===== src/rtl/mem_issue_sched.sv =====
// mem_issue_sched
// ---------------------------------------------------------------------------
// Memory-pipe issue scheduler. Accepts up to two memory-class instructions per
// cycle from the source stage into an in-order circular queue and presents
// them one per cycle to the data-memory request port over valid/ready.
//
// Parameters
//   DEPTH   : queue entries (power of two, >= 2)
//   CNT_W   : width of the saturating stall counter
//   INSTR_W : width of one source_instr_t payload (opaque to this block)
//
// Ports
//   clk        : clock, all state updates on the rising edge
//   reset      : synchronous, active-high
//   flush      : discard every queued entry this cycle (priority over all I/O)
//   in_valid   : per-slot enqueue request, bit 0 is the older slot
//   in_instr   : two payloads packed {slot1, slot0}
//   in_ready   : queue can take both slots this cycle (registered count only)
//   req_valid  : head entry valid toward the memory unit
//   req_instr  : head entry payload
//   req_ready  : memory unit accepts the head this cycle
//   count      : current occupancy
//   stall_cnt  : saturating count of cycles with req_valid && !req_ready
// ---------------------------------------------------------------------------
module mem_issue_sched #(
    parameter int DEPTH   = 4,
    parameter int CNT_W   = 32,
    parameter int INSTR_W = 64
) (
    input  logic                       clk,
    input  logic                       reset,
    input  logic                       flush,
    input  logic [1:0]                 in_valid,
    input  logic [2*INSTR_W-1:0]       in_instr,
    output logic                       in_ready,
    output logic                       req_valid,
    output logic [INSTR_W-1:0]         req_instr,
    input  logic                       req_ready,
    output logic [$clog2(DEPTH):0]     count,
    output logic [CNT_W-1:0]           stall_cnt
);

    localparam int PTR_W = $clog2(DEPTH);
    localparam int OCC_W = PTR_W + 1;

    // Queue storage and bookkeeping
    logic [INSTR_W-1:0] mem_reg [DEPTH];
    logic [PTR_W-1:0]   head_reg;
    logic [PTR_W-1:0]   tail_reg;
    logic [OCC_W-1:0]   count_reg;
    logic [CNT_W-1:0]   stall_reg;

    // Next-state values
    logic [PTR_W-1:0]   head_next;
    logic [PTR_W-1:0]   tail_next;
    logic [OCC_W-1:0]   count_next;

    // Per-cycle decode
    logic [INSTR_W-1:0] slot0_instr;
    logic [INSTR_W-1:0] slot1_instr;
    logic [INSTR_W-1:0] first_data;
    logic               wr_first_en;
    logic               wr_second_en;
    logic [OCC_W-1:0]   n_enq;
    logic               deq;
    logic [PTR_W-1:0]   tail_plus1;

    assign slot0_instr = in_instr[INSTR_W-1:0];
    assign slot1_instr = in_instr[2*INSTR_W-1:INSTR_W];

    // Credit is judged on the registered occupancy only: an entry leaving in
    // the same cycle does not make room for new ones until the next cycle.
    assign in_ready  = (count_reg <= OCC_W'(DEPTH - 2));
    assign req_valid = (count_reg != '0);
    assign req_instr = mem_reg[head_reg];
    assign count     = count_reg;
    assign stall_cnt = stall_reg;

    assign tail_plus1 = tail_reg + PTR_W'(1);

    always_comb begin
        // Compaction: the oldest valid slot always lands at tail, so a lone
        // slot-1 request is written exactly where a lone slot-0 one would be.
        wr_first_en  = in_ready && !flush && (in_valid != 2'b00);
        wr_second_en = in_ready && !flush && (in_valid == 2'b11);
        first_data   = in_valid[0] ? slot0_instr : slot1_instr;
        n_enq        = OCC_W'(wr_first_en) + OCC_W'(wr_second_en);

        // A flushed cycle treats the handshake as not taken.
        deq          = req_valid && req_ready && !flush;

        head_next    = head_reg + PTR_W'(deq);
        tail_next    = tail_reg + n_enq[PTR_W-1:0];
        count_next   = count_reg + n_enq - OCC_W'(deq);
    end

    // Payload storage has no reset: contents are meaningless until written
    // and are only ever observed at head while count is non-zero.
    always_ff @(posedge clk) begin
        if (wr_first_en) begin
            mem_reg[tail_reg] <= first_data;
        end
        if (wr_second_en) begin
            mem_reg[tail_plus1] <= slot1_instr;
        end
    end

    always_ff @(posedge clk) begin
        if (reset) begin
            head_reg  <= '0;
            tail_reg  <= '0;
            count_reg <= '0;
        end else if (flush) begin
            head_reg  <= '0;
            tail_reg  <= '0;
            count_reg <= '0;
        end else begin
            head_reg  <= head_next;
            tail_reg  <= tail_next;
            count_reg <= count_next;
        end
    end

    // Stall counter survives flush; only reset clears it.
    always_ff @(posedge clk) begin
        if (reset) begin
            stall_reg <= '0;
        end else if (req_valid && !req_ready && (stall_reg != {CNT_W{1'b1}})) begin
            stall_reg <= stall_reg + CNT_W'(1);
        end
    end

endmodule


===== config.mk =====
export PLATFORM = sky130hd
export DESIGN_NAME = mem_issue_sched
export DESIGN_NICKNAME = d
export VERILOG_FILES = /design/src/rtl/mem_issue_sched.sv
export SDC_FILE = /design/constraint.sdc
export NUM_CORES = 1
export LEC_CHECK = 0
export BUFFER_PORTS_ARGS = -buffer_cell sky130_fd_sc_hd__buf_2
export CORE_ASPECT_RATIO = 1.4
export CORE_MARGIN = 3
export CORE_UTILIZATION = 47
export CTS_BUF_LIST = sky130_fd_sc_hd__clkbuf_2
export DETAILED_ROUTE_END_ITERATION = 6
export GPL_TIMING_DRIVEN = 0
export PLACE_DENSITY = 0.68
export SLEW_MARGIN = 5
export SYNTH_ARGS = -nofsm -noshare
export SYNTH_HDL_FRONTEND = slang
export SYNTH_SLANG_ARGS = --single-unit

===== constraint.sdc =====
create_clock -name clk -period 11.28 [get_ports clk]
set_input_delay 0.564 -clock clk [delete_from_list [all_inputs] [get_ports clk]]
set_output_delay 0.564 -clock clk [all_outputs]
set_load 0.05 [all_outputs]

# Word-level counts from Yosys, hierarchy flattened

Memories as Yosys holds them, arrays and structs flattened. A register that Yosys moved wholly into a read port is not among the register bits.
Index checks and enable logic that the tools add are counted.

Order comparisons: 1
Add/sub/neg operators: 7
Reduce and logical (&&, ||, !) cells: 12
Mux-type cells: 6
Equality and inequality tests: 2

Operators by type and width:

| operator                | count |
|---|---|
| $mux W64                | 1 |
| $add A32 B1 Y32 const B | 1 |
| $ne A32 B32 Y1 const B  | 1 |
| $logic_and A1 B1 Y1     | 7 |
| $mux W1                 | 4 |
| $add A3 B2 Y3           | 1 |
| $le A3 B2 Y1 const B    | 1 |
| $reduce_bool A3 Y1      | 1 |
| $sub A3 B1 Y3           | 1 |
| $add A1 B1 Y2           | 1 |
| $add A2 B1 Y2           | 1 |
| $add A2 B1 Y2 const B   | 1 |
| $add A2 B2 Y2           | 1 |
| $eq A2 B2 Y1 const B    | 1 |
| $logic_not A1 Y1        | 2 |
| $mux W2                 | 1 |
| $reduce_bool A2 Y1      | 1 |
| $reduce_or A2 Y1        | 1 |

Memory bits (writable): 256
Memories kept: 1
Input port bits: 134
Bits in registers: 39
Output and inout bits: 101
Word-level logic and storage cells: 33

Memory list:

| memory  | depth | bits a word | read ports | clocked after memory_dff | wr ports | RTL line | text |
|---|---|---|---|---|---|---|---|
| mem_reg | 4     | 64          | 1          | 1                        | 2        | 47       | `logic [INSTR_W-1:0] mem_reg [DEPTH];` |

# Depth between registers and ports, before layout

Depth in word-level cells: 6
Gate-level depth with buffers: 15
Mapped depth without buffers: 14

# Least setup slack after synthesis

No wires, ideal clock.

Kind: register -> register
From: register count_reg[1], in the netlist count[1]
To: memory mem_reg[2][0] (enable)
Path slack: 4.576 ns
Arrival: 6.120 ns
Stages on the path, launching flop included: 5
Path buffers: 1
Library setup time: 0.584 ns
Period minus slack after synthesis: 6.704 ns
Cells stage by stage: dfxtp_1 a21oi_2 nor2b_1 buf_4 a21boi_0

RTL lines:

| item                     | RTL line | text |
|---|---|---|
| start: declaration       | 50       | `logic [OCC_W-1:0] count_reg;` |
| start signal: assignment | 120      | `count_reg <= count_next;` |
| end: declaration         | 47       |  |

==> impl_table.tex <==
\begin{tabular}{lr}
\hline
Metric & Value \\
\hline
\multicolumn{2}{l}{\textbf{Placed design}} \\
\quad Weighted congestion at the end of routability-driven global placement & 0.854 \\
\quad Estimated wirelength of the detail-placed design & 23.6 mm \\
\quad Worst slack at placement & 8340 ps \\
\quad Count of buffers inserted at the top-level ports & 233 \\
\multicolumn{2}{l}{\textbf{Timing}} \\
\quad Final critical-path setup slack & 7540 ps \\
\quad Least-Margin Pin Slew & 914 ps \\
\quad Post-route minimum period & 3740 ps \\
\quad Worst Clk Skew & 66.0 ps \\
\quad Achievable clock frequency & 0.268 GHz \\
\quad TNS Setup & 0 ps \\
\quad Relative slew slack & 39.0\% \\
\quad Tcrit/Tclk final & 33.1\% \\
\quad RSZ-0062 raised after global routing & false \\
\quad Number of hold-slack violations in the final timing report & 0 \\
\quad Setup violation total in the final timing report & 0 \\
\quad Number of pins exceeding their max-slew limit in the final report & 0 \\
\multicolumn{2}{l}{\textbf{Worst setup path}} \\
\quad Last element of the critical path & req\_instr[25] \\
\quad Capture point of the worst reg-to-reg path & mem\_reg[2][55]\$\_DFFE\_PP\_ \\
\quad Critical path startpoint category & flop \\
\quad Critical Path Fanout Max & 10 \\
\quad Startpoint-to-endpoint class of the critical path & flop to output pin \\
\quad Reg-to-reg setup timing slack & 8090 ps \\
\quad Arrival time reported for the critical path endpoint & 3170 ps \\
\quad Reg-to-Reg Start & count[0]\$\_SDFF\_PP0\_ \\
\quad Data required time at the worst endpoint & 10,720 ps \\
\quad Endpoint type of the worst setup path & output pin \\
\quad Startpoint of the most critical setup path & head\_reg[0]\$\_SDFF\_PP0\_ \\
\quad R2r worst-path depth & 7 \\
\multicolumn{2}{l}{\textbf{Routing}} \\
\quad Antenna-violating nets left & 0 \\
\quad DR iter-0 viols & 613 \\
\quad Average detailed-routed wire length per instance & 20.6 microns \\
\quad Total Wirelength & 37.9 mm \\
\quad DRT Pass-1 Iters & 5 \\
\quad Total vias in the final route & 10.1k \\
\quad DRC & 0 \\
\quad Post-DR vias/cell & 5.48 \\
\multicolumn{2}{l}{\textbf{Die}} \\
\quad Number of standard-cell rows in the floorplan & 75 \\
\quad Floorplan Core Area & 30,300 sq um \\
\quad Area of the die & 33,200 sq um \\
\quad Starting density of the core & 48.2\% \\
\quad Die Width & 155 microns \\
\quad Number of top-level pins & 235 \\
\quad Die span in y & 215 microns \\
\multicolumn{2}{l}{\textbf{Yosys}} \\
\quad Synth Area per Inst & 16.4 sq um \\
\quad Leading register cell type out of synthesis & edfxtp\_1 \\
\quad Share of flip-flops with an asynchronous set or reset & 0\% \\
\quad Post-synthesis instance area & 14,600 sq um \\
\quad Post-synthesis cell count & 888 \\
\quad Net Count, Synth & 1,030 \\
\quad Seq cells post-synth & 295 \\
\quad Post-synth top area cell & edfxtp\_1 \\
\quad Post-synth EDFFs & 256 \\
\quad Synth top area share & 52.7\% \\
\quad Count of different cell masters after synthesis & 52 \\
\quad Sequential element share of the synthesized area & 58.0\% \\
\quad Largest cells by area after synthesis & edfxtp\_1, mux2\_2, mux4\_2 \\
\quad Warnings, synthesis & 0 \\
\multicolumn{2}{l}{\textbf{Cells and area}} \\
\quad Flip-flop count of the largest register, all copies and words added & 256 \\
\quad Area occupied by multi-input gates & 5750 sq um \\
\quad Most frequent cells in the layout & buf\_2, edfxtp\_1, dlygate4sd3\_1, mux2\_2, clkbuf\_2 \\
\quad Core Util, Final & 63.0\% \\
\quad Fill cell count & 2,317 \\
\quad Sequential cell area & 8470 sq um \\
\quad NumNets Final & 1,544 \\
\quad Share of final-layout standard cells stronger than drive strength 1 & 44.5\% \\
\quad Area growth from synthesis to layout & 30.8\% \\
\multicolumn{2}{l}{\textbf{GRT}} \\
\quad Largest net degree at the start of global routing & 25 \\
\quad Vias in the first global route & 11.0k \\
\quad Number of antenna violations at the first check in global routing & 2 \\
\quad Overall routing resource usage & 23.0\% \\
\quad First-pass GRT wire length & 59.9 mm \\
\quad Final global-route overflow total & 0 \\
\multicolumn{2}{l}{\textbf{Power}} \\
\quad Ratio of total power to cell area & 125 nW/um\^{}2 \\
\quad Max rail drop VDD & 0.0735 mV \\
\quad Leakage component of the power & 6.95 nW \\
\multicolumn{2}{l}{\textbf{Clocking}} \\
\quad Cell chosen for the clock root & clkbuf\_2 \\
\quad Number of buffers added for setup after CTS & 0 \\
\quad Max clock buf depth & 3 \\
\quad Clock net sink count & 295 \\
\quad Number of buffers added by the clock tree synthesis step & 75 \\
\quad Worst-skew pair later-pin latency & 850 ps \\
\quad Clock edge transition at the registers on the reported setup and hold paths & 110 ps \\
\quad CTS HTree Levels & 3 \\
\quad Clock tree from TritonCTS & done \\
\multicolumn{2}{l}{\textbf{Flow run}} \\
\quad Max Cap Violations & 0 \\
\multicolumn{2}{l}{\textbf{Hold path}} \\
\quad Worst min-delay path category & primary input to flop \\
\quad Beginning of the worst hold path & req\_ready \\
\multicolumn{2}{l}{\textbf{Run status}} \\
\quad Status & complete, no violations \\
\hline
\end{tabular}
synthesized netlist by cell type (2+ instances only):
master and instances:
and4_1 3, o31ai_1 17, mux4_2 64, nand2b_1 2, o21ai_0 9, or2_2 2
or4_1 17, mux2_1 102, a41oi_2 2, xnor2_1 6, or3_1 8, nor3_1 6
nor2_1 16, and3_1 4, inv_1 12, o21ai_1 3, ha_1 7, and2_1 4
nor2b_1 5, nor4_2 4, edfxtp_1 256, dfxtp_1 39, o21a_1 2, buf_4 8
nand4_1 10, clkbuf_1 14, a21oi_1 26, buf_2 23, buf_6 9, mux2_2 154
nand2_1 19, nand3_1 12, mux2_4 4
final cells by class:
class,count,area share (%)
diodes,3,0.0393
plain buffers,57,1.93
clock buffers,114,2.99
clock inverters,10,0.334
inverters,13,0.256
multi-input cells,523,30.1
flip-flops and latches,295,44.4
well taps,385,2.52
repair buffers,437,17.5
layer usage:
metal | track usage (%) | wire [microns] | vias to the layer above
met5 | 0 | 0 | -
met4 | 8.84 | 1010 | 0
met3 | 4.87 | 2140 | 77
met2 | 41.5 | 20400 | 311
met1 | 26.5 | 14400 | 5025
li1 | - | - | 4645
report_power, final:
part | internal [mW] | leakage [nW] | switching [mW] | total, mW
Combinational | 0.196 | 3.78 | 0.238 | 0.434
Sequential | 1.24 | 2.67 | 0.0108 | 1.25
Clock | 0.285 | 0.504 | 0.418 | 0.703
Total | 1.72 | 6.95 | 0.667 | 2.39
critical path, cell delays in order, from the launching register on:
cell	delay, ps
dfxtp_1	340
clkbuf_1	630
buf_2	500
mux4_2	610
buf_2	240
repair_timing:
item,4_1_cts,5_1_grt
setup endpoints to repair,0,0
endpoints found under the hold margin,260,0
gates resized for setup,0,0
hold buffers,193,0
worst min-delay path by stage:
stage          slack (ps)                          to  cells past startpoint
3_5_place_dp          490   stall_cnt[5]$_SDFFE_PP0P_                      2
4_1_cts                 4   stall_cnt[1]$_SDFFE_PP0P_                      4
2_1_floorplan         550      head_reg[0]$_SDFF_PP0_                      2
6_report              130   stall_cnt[1]$_SDFFE_PP0P_                      4
3_3_place_gp          480  stall_cnt[13]$_SDFFE_PP0P_                      2
5_1_grt                40  stall_cnt[20]$_SDFFE_PP0P_                      3
through the flow:
step | instance area [sq um] | hold WS [ps] | cells | power, mW
final | 19100 | 134 | 1837 | 2.39
after CTS | 19100 | 4.19 | 1834 | 2.42
after detailed placement | 16500 | 491 | 1517 | 1.65
after floorplan | 14600 | 550 | 888 | 1.53
after global placement | 16200 | 478 | 1506 | 1.64
after global routing | 19100 | 43.3 | 1836 | 2.50
cell families (layout without fill, tap and decap cells):
family	count (synthesis)	after routing	share of synthesized area, %
XOR/XNOR	6	6	0.360
other	0	3	0
AND/OR/NAND/NOR	119	119	4.89
multiplexers	325	325	30.1
flip-flops	295	295	58.0
AO/OA/AOI/OAI	65	65	3.04
buffers and inverters	70	631	2.85
adder cells (fa/ha/maj)	8	8	0.737
Note: power is estimated with default switching activity, not from simulation.
